File: src/rtl/fpnew_rob_pkg.sv
// Shared types for the fpnew reorder-buffer front end.
// status_t mirrors the fpnew_pkg::status_t layout, so flags pass through unchanged.
package fpnew_rob_pkg;

  typedef struct packed {
    logic nv;
    logic dz;
    logic of;
    logic uf;
    logic nx;
  } status_t;

  localparam int unsigned STATUS_W = $bits(status_t);

endpackage

File: src/rtl/fpnew_rob_if.sv
// Core-side and fpnew-side handshakes of the reorder buffer, bundled together.
// The master modport is the ROB itself; the slave modport is the core plus fpnew.
interface fpnew_rob_if
  import fpnew_rob_pkg::*;
#(
  parameter int unsigned Width    = 64,
  parameter int unsigned TagWidth = 2
) ();

  logic                req_valid_i;
  logic                req_ready_o;
  logic                fpu_in_valid_o;
  logic                fpu_in_ready_i;
  logic [TagWidth-1:0] fpu_tag_o;
  logic                fpu_out_valid_i;
  logic                fpu_out_ready_o;
  logic [Width-1:0]    fpu_result_i;
  status_t             fpu_status_i;
  logic [TagWidth-1:0] fpu_tag_i;
  logic                rsp_valid_o;
  logic                rsp_ready_i;
  logic [Width-1:0]    rsp_result_o;
  status_t             rsp_status_o;
  logic                busy_o;

  modport master (
    input  req_valid_i, fpu_in_ready_i, fpu_out_valid_i, fpu_result_i, fpu_status_i,
           fpu_tag_i, rsp_ready_i,
    output req_ready_o, fpu_in_valid_o, fpu_tag_o, fpu_out_ready_o, rsp_valid_o,
           rsp_result_o, rsp_status_o, busy_o
  );

  modport slave (
    output req_valid_i, fpu_in_ready_i, fpu_out_valid_i, fpu_result_i, fpu_status_i,
           fpu_tag_i, rsp_ready_i,
    input  req_ready_o, fpu_in_valid_o, fpu_tag_o, fpu_out_ready_o, rsp_valid_o,
           rsp_result_o, rsp_status_o, busy_o
  );

endinterface

File: src/rtl/fpnew_rob_ptr.sv
// Wrapping slot pointer: advances on inc_i, returns to zero on clr_i.
// Wrap-around is free because the slot count is a power of two.
module fpnew_rob_ptr #(
  parameter int unsigned PtrWidth = 2
) (
  input  logic                clk_i,
  input  logic                rst_ni,
  input  logic                clr_i,
  input  logic                inc_i,
  output logic [PtrWidth-1:0] ptr_o
);

  logic [PtrWidth-1:0] ptr_d, ptr_q;

  always_comb begin
    ptr_d = ptr_q;
    if (clr_i) begin
      ptr_d = '0;
    end else if (inc_i) begin
      ptr_d = ptr_q + PtrWidth'(1);
    end
  end

  always_ff @(posedge clk_i or negedge rst_ni) begin
    if (!rst_ni) begin
      ptr_q <= '0;
    end else begin
      ptr_q <= ptr_d;
    end
  end

  assign ptr_o = ptr_q;

endmodule

File: src/rtl/fpnew_rob.sv
// Issue/retire front end for fpnew_top: tags each issued op with its slot index and
// retires out-of-order fpnew results to the core strictly in issue order.
module fpnew_rob
  import fpnew_rob_pkg::*;
#(
  parameter int unsigned Width    = 64,
  parameter int unsigned Depth    = 4,
  parameter int unsigned TagWidth = $clog2(Depth)
) (
  input  logic         clk_i,
  input  logic         rst_ni,
  input  logic         flush_i,
  fpnew_rob_if.master  bus
);

  localparam int unsigned CntW = $clog2(Depth + 1);

  typedef struct packed {
    logic             done;
    logic [Width-1:0] result;
    status_t          status;
  } rob_slot_t;

  rob_slot_t           slot_d [Depth];
  rob_slot_t           slot_q [Depth];
  logic [CntW-1:0]     cnt_d, cnt_q;
  logic                stale_ok_d, stale_ok_q;
  logic [TagWidth-1:0] alloc_q, head_q;
  logic [TagWidth-1:0] tag_offset;
  logic                full, issue, retire, tag_live, result_wr;

  assign full       = (cnt_q == CntW'(Depth));
  assign issue      = bus.fpu_in_valid_o & bus.fpu_in_ready_i;
  assign retire     = bus.rsp_valid_o & bus.rsp_ready_i & ~flush_i;
  // A tag is live when it lies in the window [head, head + cnt) modulo Depth.
  assign tag_offset = bus.fpu_tag_i - head_q;
  assign tag_live   = (CntW'(tag_offset) < cnt_q);
  assign result_wr  = bus.fpu_out_valid_i & tag_live & ~flush_i;

  fpnew_rob_ptr #(.PtrWidth(TagWidth)) u_alloc_ptr (
    .clk_i  (clk_i),
    .rst_ni (rst_ni),
    .clr_i  (flush_i),
    .inc_i  (issue),
    .ptr_o  (alloc_q)
  );

  fpnew_rob_ptr #(.PtrWidth(TagWidth)) u_head_ptr (
    .clk_i  (clk_i),
    .rst_ni (rst_ni),
    .clr_i  (flush_i),
    .inc_i  (retire),
    .ptr_o  (head_q)
  );

  always_comb begin
    cnt_d      = cnt_q;
    stale_ok_d = stale_ok_q;
    for (int i = 0; i < Depth; i++) begin
      slot_d[i] = slot_q[i];
    end
    if (flush_i) begin
      cnt_d      = '0;
      stale_ok_d = 1'b1;
      for (int i = 0; i < Depth; i++) begin
        slot_d[i].done = 1'b0;
      end
    end else begin
      if (issue && !retire) begin
        cnt_d = cnt_q + CntW'(1);
      end else if (retire && !issue) begin
        cnt_d = cnt_q - CntW'(1);
      end
      if (issue) begin
        slot_d[alloc_q].done = 1'b0;
        stale_ok_d           = 1'b0;
      end
      if (result_wr) begin
        slot_d[bus.fpu_tag_i].done   = 1'b1;
        slot_d[bus.fpu_tag_i].result = bus.fpu_result_i;
        slot_d[bus.fpu_tag_i].status = bus.fpu_status_i;
      end
      if (retire) begin
        slot_d[head_q].done = 1'b0;
      end
    end
  end

  // Result storage is cleared on reset so the retire port idles at zero.
  always_ff @(posedge clk_i or negedge rst_ni) begin
    if (!rst_ni) begin
      for (int i = 0; i < Depth; i++) begin
        slot_q[i] <= '0;
      end
      cnt_q      <= '0;
      stale_ok_q <= 1'b1;
    end else begin
      slot_q     <= slot_d;
      cnt_q      <= cnt_d;
      stale_ok_q <= stale_ok_d;
    end
  end

  assign bus.fpu_in_valid_o  = bus.req_valid_i & ~full & ~flush_i;
  assign bus.req_ready_o     = issue;
  assign bus.fpu_tag_o       = alloc_q;
  assign bus.fpu_out_ready_o = 1'b1;
  assign bus.rsp_valid_o     = slot_q[head_q].done & (cnt_q != '0);
  assign bus.rsp_result_o    = slot_q[head_q].result;
  assign bus.rsp_status_o    = slot_q[head_q].status;
  assign bus.busy_o          = (cnt_q != '0);

  // Stragglers from a flushed or reset epoch may still drain out of fpnew until
  // the next issue, so stale tags are only flagged once a new epoch has started.
  a_result_tag_live : assert property (
    @(posedge clk_i) disable iff (!rst_ni)
    (bus.fpu_out_valid_i && !flush_i && !stale_ok_q) |-> tag_live
  ) else $error("fpnew_rob: result tag %0d does not name an allocated slot", bus.fpu_tag_i);

endmodule
File: src/flat_wrapper.sv
// flat-port wrapper written by rule: the top's interface ports become plain ports
module fpnew_rob_flat import fpnew_rob_pkg::*;
#(
  parameter int unsigned Width    = 64,
  parameter int unsigned Depth    = 4,
  parameter int unsigned TagWidth = $clog2(Depth)
)
  (clk_i, rst_ni, flush_i, bus_req_valid_i, bus_fpu_in_ready_i, bus_fpu_out_valid_i, bus_fpu_result_i, bus_fpu_status_i, bus_fpu_tag_i, bus_rsp_ready_i, bus_req_ready_o, bus_fpu_in_valid_o, bus_fpu_tag_o, bus_fpu_out_ready_o, bus_rsp_valid_o, bus_rsp_result_o, bus_rsp_status_o, bus_busy_o);
  fpnew_rob_if #(.Width(Width), .TagWidth(TagWidth)) bus_i ();
  input  logic clk_i;
  input  logic rst_ni;
  input  logic flush_i;
  input wire logic [$bits(bus_i.req_valid_i)-1:0] bus_req_valid_i;
  input wire logic [$bits(bus_i.fpu_in_ready_i)-1:0] bus_fpu_in_ready_i;
  input wire logic [$bits(bus_i.fpu_out_valid_i)-1:0] bus_fpu_out_valid_i;
  input wire logic [$bits(bus_i.fpu_result_i)-1:0] bus_fpu_result_i;
  input wire logic [$bits(bus_i.fpu_status_i)-1:0] bus_fpu_status_i;
  input wire logic [$bits(bus_i.fpu_tag_i)-1:0] bus_fpu_tag_i;
  input wire logic [$bits(bus_i.rsp_ready_i)-1:0] bus_rsp_ready_i;
  output wire logic [$bits(bus_i.req_ready_o)-1:0] bus_req_ready_o;
  output wire logic [$bits(bus_i.fpu_in_valid_o)-1:0] bus_fpu_in_valid_o;
  output wire logic [$bits(bus_i.fpu_tag_o)-1:0] bus_fpu_tag_o;
  output wire logic [$bits(bus_i.fpu_out_ready_o)-1:0] bus_fpu_out_ready_o;
  output wire logic [$bits(bus_i.rsp_valid_o)-1:0] bus_rsp_valid_o;
  output wire logic [$bits(bus_i.rsp_result_o)-1:0] bus_rsp_result_o;
  output wire logic [$bits(bus_i.rsp_status_o)-1:0] bus_rsp_status_o;
  output wire logic [$bits(bus_i.busy_o)-1:0] bus_busy_o;
  assign bus_i.req_valid_i = bus_req_valid_i;
  assign bus_i.fpu_in_ready_i = bus_fpu_in_ready_i;
  assign bus_i.fpu_out_valid_i = bus_fpu_out_valid_i;
  assign bus_i.fpu_result_i = bus_fpu_result_i;
  assign bus_i.fpu_status_i = bus_fpu_status_i;
  assign bus_i.fpu_tag_i = bus_fpu_tag_i;
  assign bus_i.rsp_ready_i = bus_rsp_ready_i;
  assign bus_req_ready_o = bus_i.req_ready_o;
  assign bus_fpu_in_valid_o = bus_i.fpu_in_valid_o;
  assign bus_fpu_tag_o = bus_i.fpu_tag_o;
  assign bus_fpu_out_ready_o = bus_i.fpu_out_ready_o;
  assign bus_rsp_valid_o = bus_i.rsp_valid_o;
  assign bus_rsp_result_o = bus_i.rsp_result_o;
  assign bus_rsp_status_o = bus_i.rsp_status_o;
  assign bus_busy_o = bus_i.busy_o;
  fpnew_rob #(.Width(Width), .Depth(Depth), .TagWidth(TagWidth)) u_core (.clk_i(clk_i), .rst_ni(rst_ni), .flush_i(flush_i), .bus(bus_i));
endmodule
File: config.mk
export PLATFORM = sky130hd
export DESIGN_NAME = fpnew_rob_flat
export DESIGN_NICKNAME = d
export VERILOG_FILES = /design/src/rtl/fpnew_rob_pkg.sv /design/src/rtl/fpnew_rob_if.sv /design/src/rtl/fpnew_rob_ptr.sv /design/src/rtl/fpnew_rob.sv /design/src/flat_wrapper.sv
export SDC_FILE = /design/constraint.sdc
export NUM_CORES = 1
export LEC_CHECK = 0
export ABC_AREA = 1
export CAP_MARGIN = 10
export CELL_PAD_IN_SITES_DETAIL_PLACEMENT = 0
export CELL_PAD_IN_SITES_GLOBAL_PLACEMENT = 1
export CORE_ASPECT_RATIO = 0.6
export CORE_MARGIN = 5
export CORE_UTILIZATION = 39
export CTS_BUF_LIST = sky130_fd_sc_hd__clkbuf_8
export DETAILED_ROUTE_END_ITERATION = 6
export HOLD_SLACK_MARGIN = 0.02
export PLACE_DENSITY = 0.77
export REMOVE_ABC_BUFFERS = 1
export SKIP_LAST_GASP = 1
export SYNTH_ARGS = -nofsm -noshare
export SYNTH_HDL_FRONTEND = slang
export SYNTH_SLANG_ARGS = --single-unit
File: constraint.sdc
create_clock -name clk_i -period 2 [get_ports clk_i]
set_input_delay 0.4 -clock clk_i [delete_from_list [all_inputs] [get_ports clk_i]]
set_output_delay 0.4 -clock clk_i [all_outputs]
set_load 0.02 [all_outputs]
==> impl_metrics.sql <==
INSERT INTO impl_metrics (metric_group, metric, value, unit) VALUES
('sta', 'timing.hold.ws', '0.299', 'ns'),
('run_status', 'outcome', 'finished with violations', ''),
('floorplan', 'fp.coreArea', '32200', 'um2'),
('floorplan', 'top_level_ports', '154', ''),
('grt', 'global_route_overflow', '0', ''),
('detailed_routing', 'drt_iter0_markers', '984', ''),
('clock_network', 'tritoncts', 'yes', ''),
('clock_network', 'clock_sinks', '287', ''),
('finish', 'finish.net_count', '1786', ''),
('yosys', 'netlist_area_pre_place', '12600', 'um2'),
('sta', 'setup-tns-final', '-149.95', 'ns'),
('detailed_routing', 'vias_per_cell', '5.26', ''),
('clock_network', 'worst_skew_pair.late_latency', '0.57', 'ns'),
('sta', 'worst_slack', '-0.492', 'ns'),
('pwr', 'ir_drop', '769', 'uV'),
('worst_setup_path', 'start_kind', 'flop', ''),
('grt', 'gr-usage-all-layers', '0.208', ''),
('yosys', 'syn_inst', '1462', ''),
('run_status', 'violations', 'negative setup slack', ''),
('worst_setup_path', 'worstPathArrival', '2.09', 'ns'),
('detailed_routing', 'post_drt_wl_per_cell', '19.9', 'um'),
('clock_network', 'numCtsBuffers', '45', ''),
('sta', 'setup_repair_after_global_routing_missed_its_margin', 'yes', ''),
('worst_setup_path', 'worst_flop_to_flop_path_startpoint', 'u_core.u_head_ptr.ptr_o[0]', ''),
('worst_setup_path', 'r2r.worst_path.cells', '11', ''),
('sta', 'report.final.slew_viol_count', '0', ''),
('floorplan', 'fp.dieW', '242', 'um'),
('detailed_routing', 'drc_errors', '0', ''),
('finish', 'diodes', '0', ''),
('sta', 'timing.clock.skew', '0.0153', 'ns'),
('detailed_routing', 'detailedRoute.firstPassIterationCount', '5', ''),
('flow_run', 'cap_violations', '0', ''),
('sta', 'final-hold-violation-count', '0', ''),
('yosys', 'yosys.area.top_type', 'dfrtp_1', ''),
('sta', 'period_needed', '2.49', 'ns'),
('finish', 'synthToLayoutAreaGrowth', '40.4', '%'),
('sta', 'finalCritPeriodShare', '1.25', ''),
('worst_setup_path', 'critPathKind', 'reg2out', ''),
('clock_network', 'ctsHtreeMaxLevel', '2', ''),
('detailed_routing', 'num_vias', '11300', ''),
('finish', 'final.fill_count', '2933', ''),
('yosys', 'ys_ff_latch', '287', ''),
('grt', 'vias_in_the_first_global_route', '10800', ''),
('detailed_routing', 'wl', '42.8', 'mm'),
('placed_design', 'buffer_ports.inserted', '152', ''),
('yosys', 'syn_area_per_cell', '8.63', 'um2'),
('hold_path', 'hp-class', 'in2async', ''),
('pwr', 'cellPowerDensity', '1210', 'nW/um2'),
('yosys', 'synth_top_area_frac', '0.569', ''),
('worst_setup_path', 'timing.critical_path.required', '1.60', 'ns'),
('grt', 'grt_antenna_before_repair', '0', ''),
('yosys', 'yosys_warnings', '0', ''),
('yosys', 'synth_area_leaders', 'dfrtp_1 (57%), o21ai_1 (9.6%), nand2_1 (9.3%), o21ai_0 (7.1%), nor2_1 (4.1%)', ''),
('placed_design', 'gpl.final_weighted_congestion', '0.765', ''),
('worst_setup_path', 'critical_path_maximum_fanout', '8', ''),
('grt', 'grt_first_pass_wirelength', '60.9', 'mm'),
('placed_design', 'detailedPlacementHpwl', '22.4', 'mm'),
('worst_setup_path', 'timing.reg2reg.setup_slack', '-0.47', 'ns'),
('yosys', 'share_of_synthesized_area_occupied_by_flip_flops_and_latches', '0.569', ''),
('finish', 'post_route_cells_drive_above_1_share', '0.211', ''),
('pwr', 'static-leakage-power', '8.55', 'nW'),
('floorplan', 'initial_core_util', '0.392', ''),
('grt', 'grt_start_max_net_pins', '69', ''),
('detailed_routing', 'drt.antenna.violating_nets', '0', ''),
('worst_setup_path', 'crit_path_end_kind', 'output pin', ''),
('clock_network', 'clock_tree.buffer_depth', '3', ''),
('clock_network', 'clk_root_buffer_cell', 'clkbuf_8', ''),
('floorplan', 'fp.dieArea', '36200', 'um2'),
('yosys', 'ys_types', '28', ''),
('sta', 'setup_viol_count_final', '355', ''),
('clock_network', 'clk_pin_slew_worst_paths', '0.07', 'ns'),
('floorplan', 'rows', '51', ''),
('sta', 'timing.fmax', '401', 'MHz'),
('floorplan', 'die_h', '149', 'um');
==> final cells by class <==
class	instances	area, um2	share of cell area
clock inverter	19	83.8	0.00473
timing repair buffer	293	3780	0.214
clock buffer	55	757	0.0427
tap	424	531	0.0299
timing repair inverter	1	16.3	0.000918
multi-input combinational	979	5000	0.282
sequential	287	7190	0.406
inverter	90	354	0.0200
==> where the power goes <==
part | total, mW | switching, mW | internal [mW]
Clock | 4.80 | 2.33 | 2.46
Sequential | 9.66 | 1.39 | 8.27
Combinational | 7.03 | 3.78 | 3.25
==> cells in the final DEF, fill, tap and decap left out, drive strengths merged <==
| cell type | instances |
|---|---|
| a21oi | 5 |
| or2 | 1 |
| fa | 1 |
| clkdlybuf4s50 | 81 |
| conb | 1 |
| nand4 | 4 |
| nand2 | 314 |
| xor2 | 1 |
| dfrtp | 287 |
| o21ai | 419 |
| nor2 | 142 |
| xnor2 | 2 |
| nand3b | 1 |
| buf | 192 |
| o22ai | 69 |
| dlygate4sd3 | 1 |
| nand3 | 8 |
| ha | 10 |
| clkinv | 2 |
| clkbuf | 74 |
| inv | 106 |
| a21boi | 1 |
| clkinvlp | 2 |
==> kinds of logic after synthesis <==
logic type / synth area share
other: 0.000297
AOI/OAI and AO/OA: 0.203
buffers and inverters: 0.0679
adders and majority gates: 0.0115
xor gates and xnor gates: 0.00208
DFF: 0.569
and+or+nand+nor: 0.146
==> through the flow <==
step	power, mW	cells	utilization	setup WS [ns]	area [um2]
global placement	15.9	2005	0.470	-0.974	15100
CTS	21.2	2110	0.521	-0.510	16800
floorplan	13.2	1356	-	-3.95	12100
finish	21.5	2148	0.551	-0.492	17700
detailed placement	16.1	2005	0.470	-0.978	15100
global route	23.0	2148	0.551	-0.583	17700
==> layer usage <==
| layer | GRT usage | vias up | wire length (um) |
|---|---|---|---|
| li1 | - | 5340 | - |
| met1 | 0.314 | 5531 | 20700 |
| met2 | 0.316 | 367 | 18800 |
| met3 | 0.0394 | 50 | 2670 |
| met4 | 0.0430 | 0 | 611 |
| met5 | 0 | - | 0 |
==> cells in the mapped netlist, drive strengths merged <==
cell / n
o22ai: 69
nand2: 314
dfrtp: 287
nand3: 8
nand3b: 1
ha: 10
or2: 1
clkinv: 1
o21ai: 419
nor2: 142
nand4: 4
fa: 1
xnor2: 2
clkbuf: 45
a21boi: 1
conb: 1
buf: 61
inv: 89
xor2: 1
a21oi: 5
==> timing repair <==
action,in CTS,in global routing
hold buffers,1,0
gates cloned,13,27
gates resized for setup,457,94
hold endpoints to repair,54,0
setup endpoints to repair,357,357
pin swaps,38,23
buffers inserted,17,14
==> worst max-delay path, cell delays in order, from the launching register on <==
cell and delay, ns:
dfrtp_4 0.52, buf_12 0.18, buf_12 0.14, buf_16 0.15
o21ai_0 0.24, o22ai_2 0.12, buf_4 0.17
==> worst max-delay path by stage <==
stage | start | slack [ns] | to | cells past startpoint
6_report | u_core.u_head_ptr.ptr_o[0] | -0.49 | bus_rsp_result_o[53] | 6
3_3_place_gp | bus_fpu_tag_i[0] | -0.97 | flop | 13
5_1_grt | u_core.u_head_ptr.ptr_o[0] | -0.58 | u_core.cnt_q[2] | 17
3_5_place_dp | bus_fpu_tag_i[0] | -0.98 | flop | 13
4_1_cts | u_core.u_head_ptr.ptr_o[0] | -0.51 | bus_rsp_result_o[6] | 8
2_1_floorplan | u_core.u_head_ptr.ptr_o[0] | -3.95 | flop | 9
Note: power is estimated with default switching activity, not from simulation.
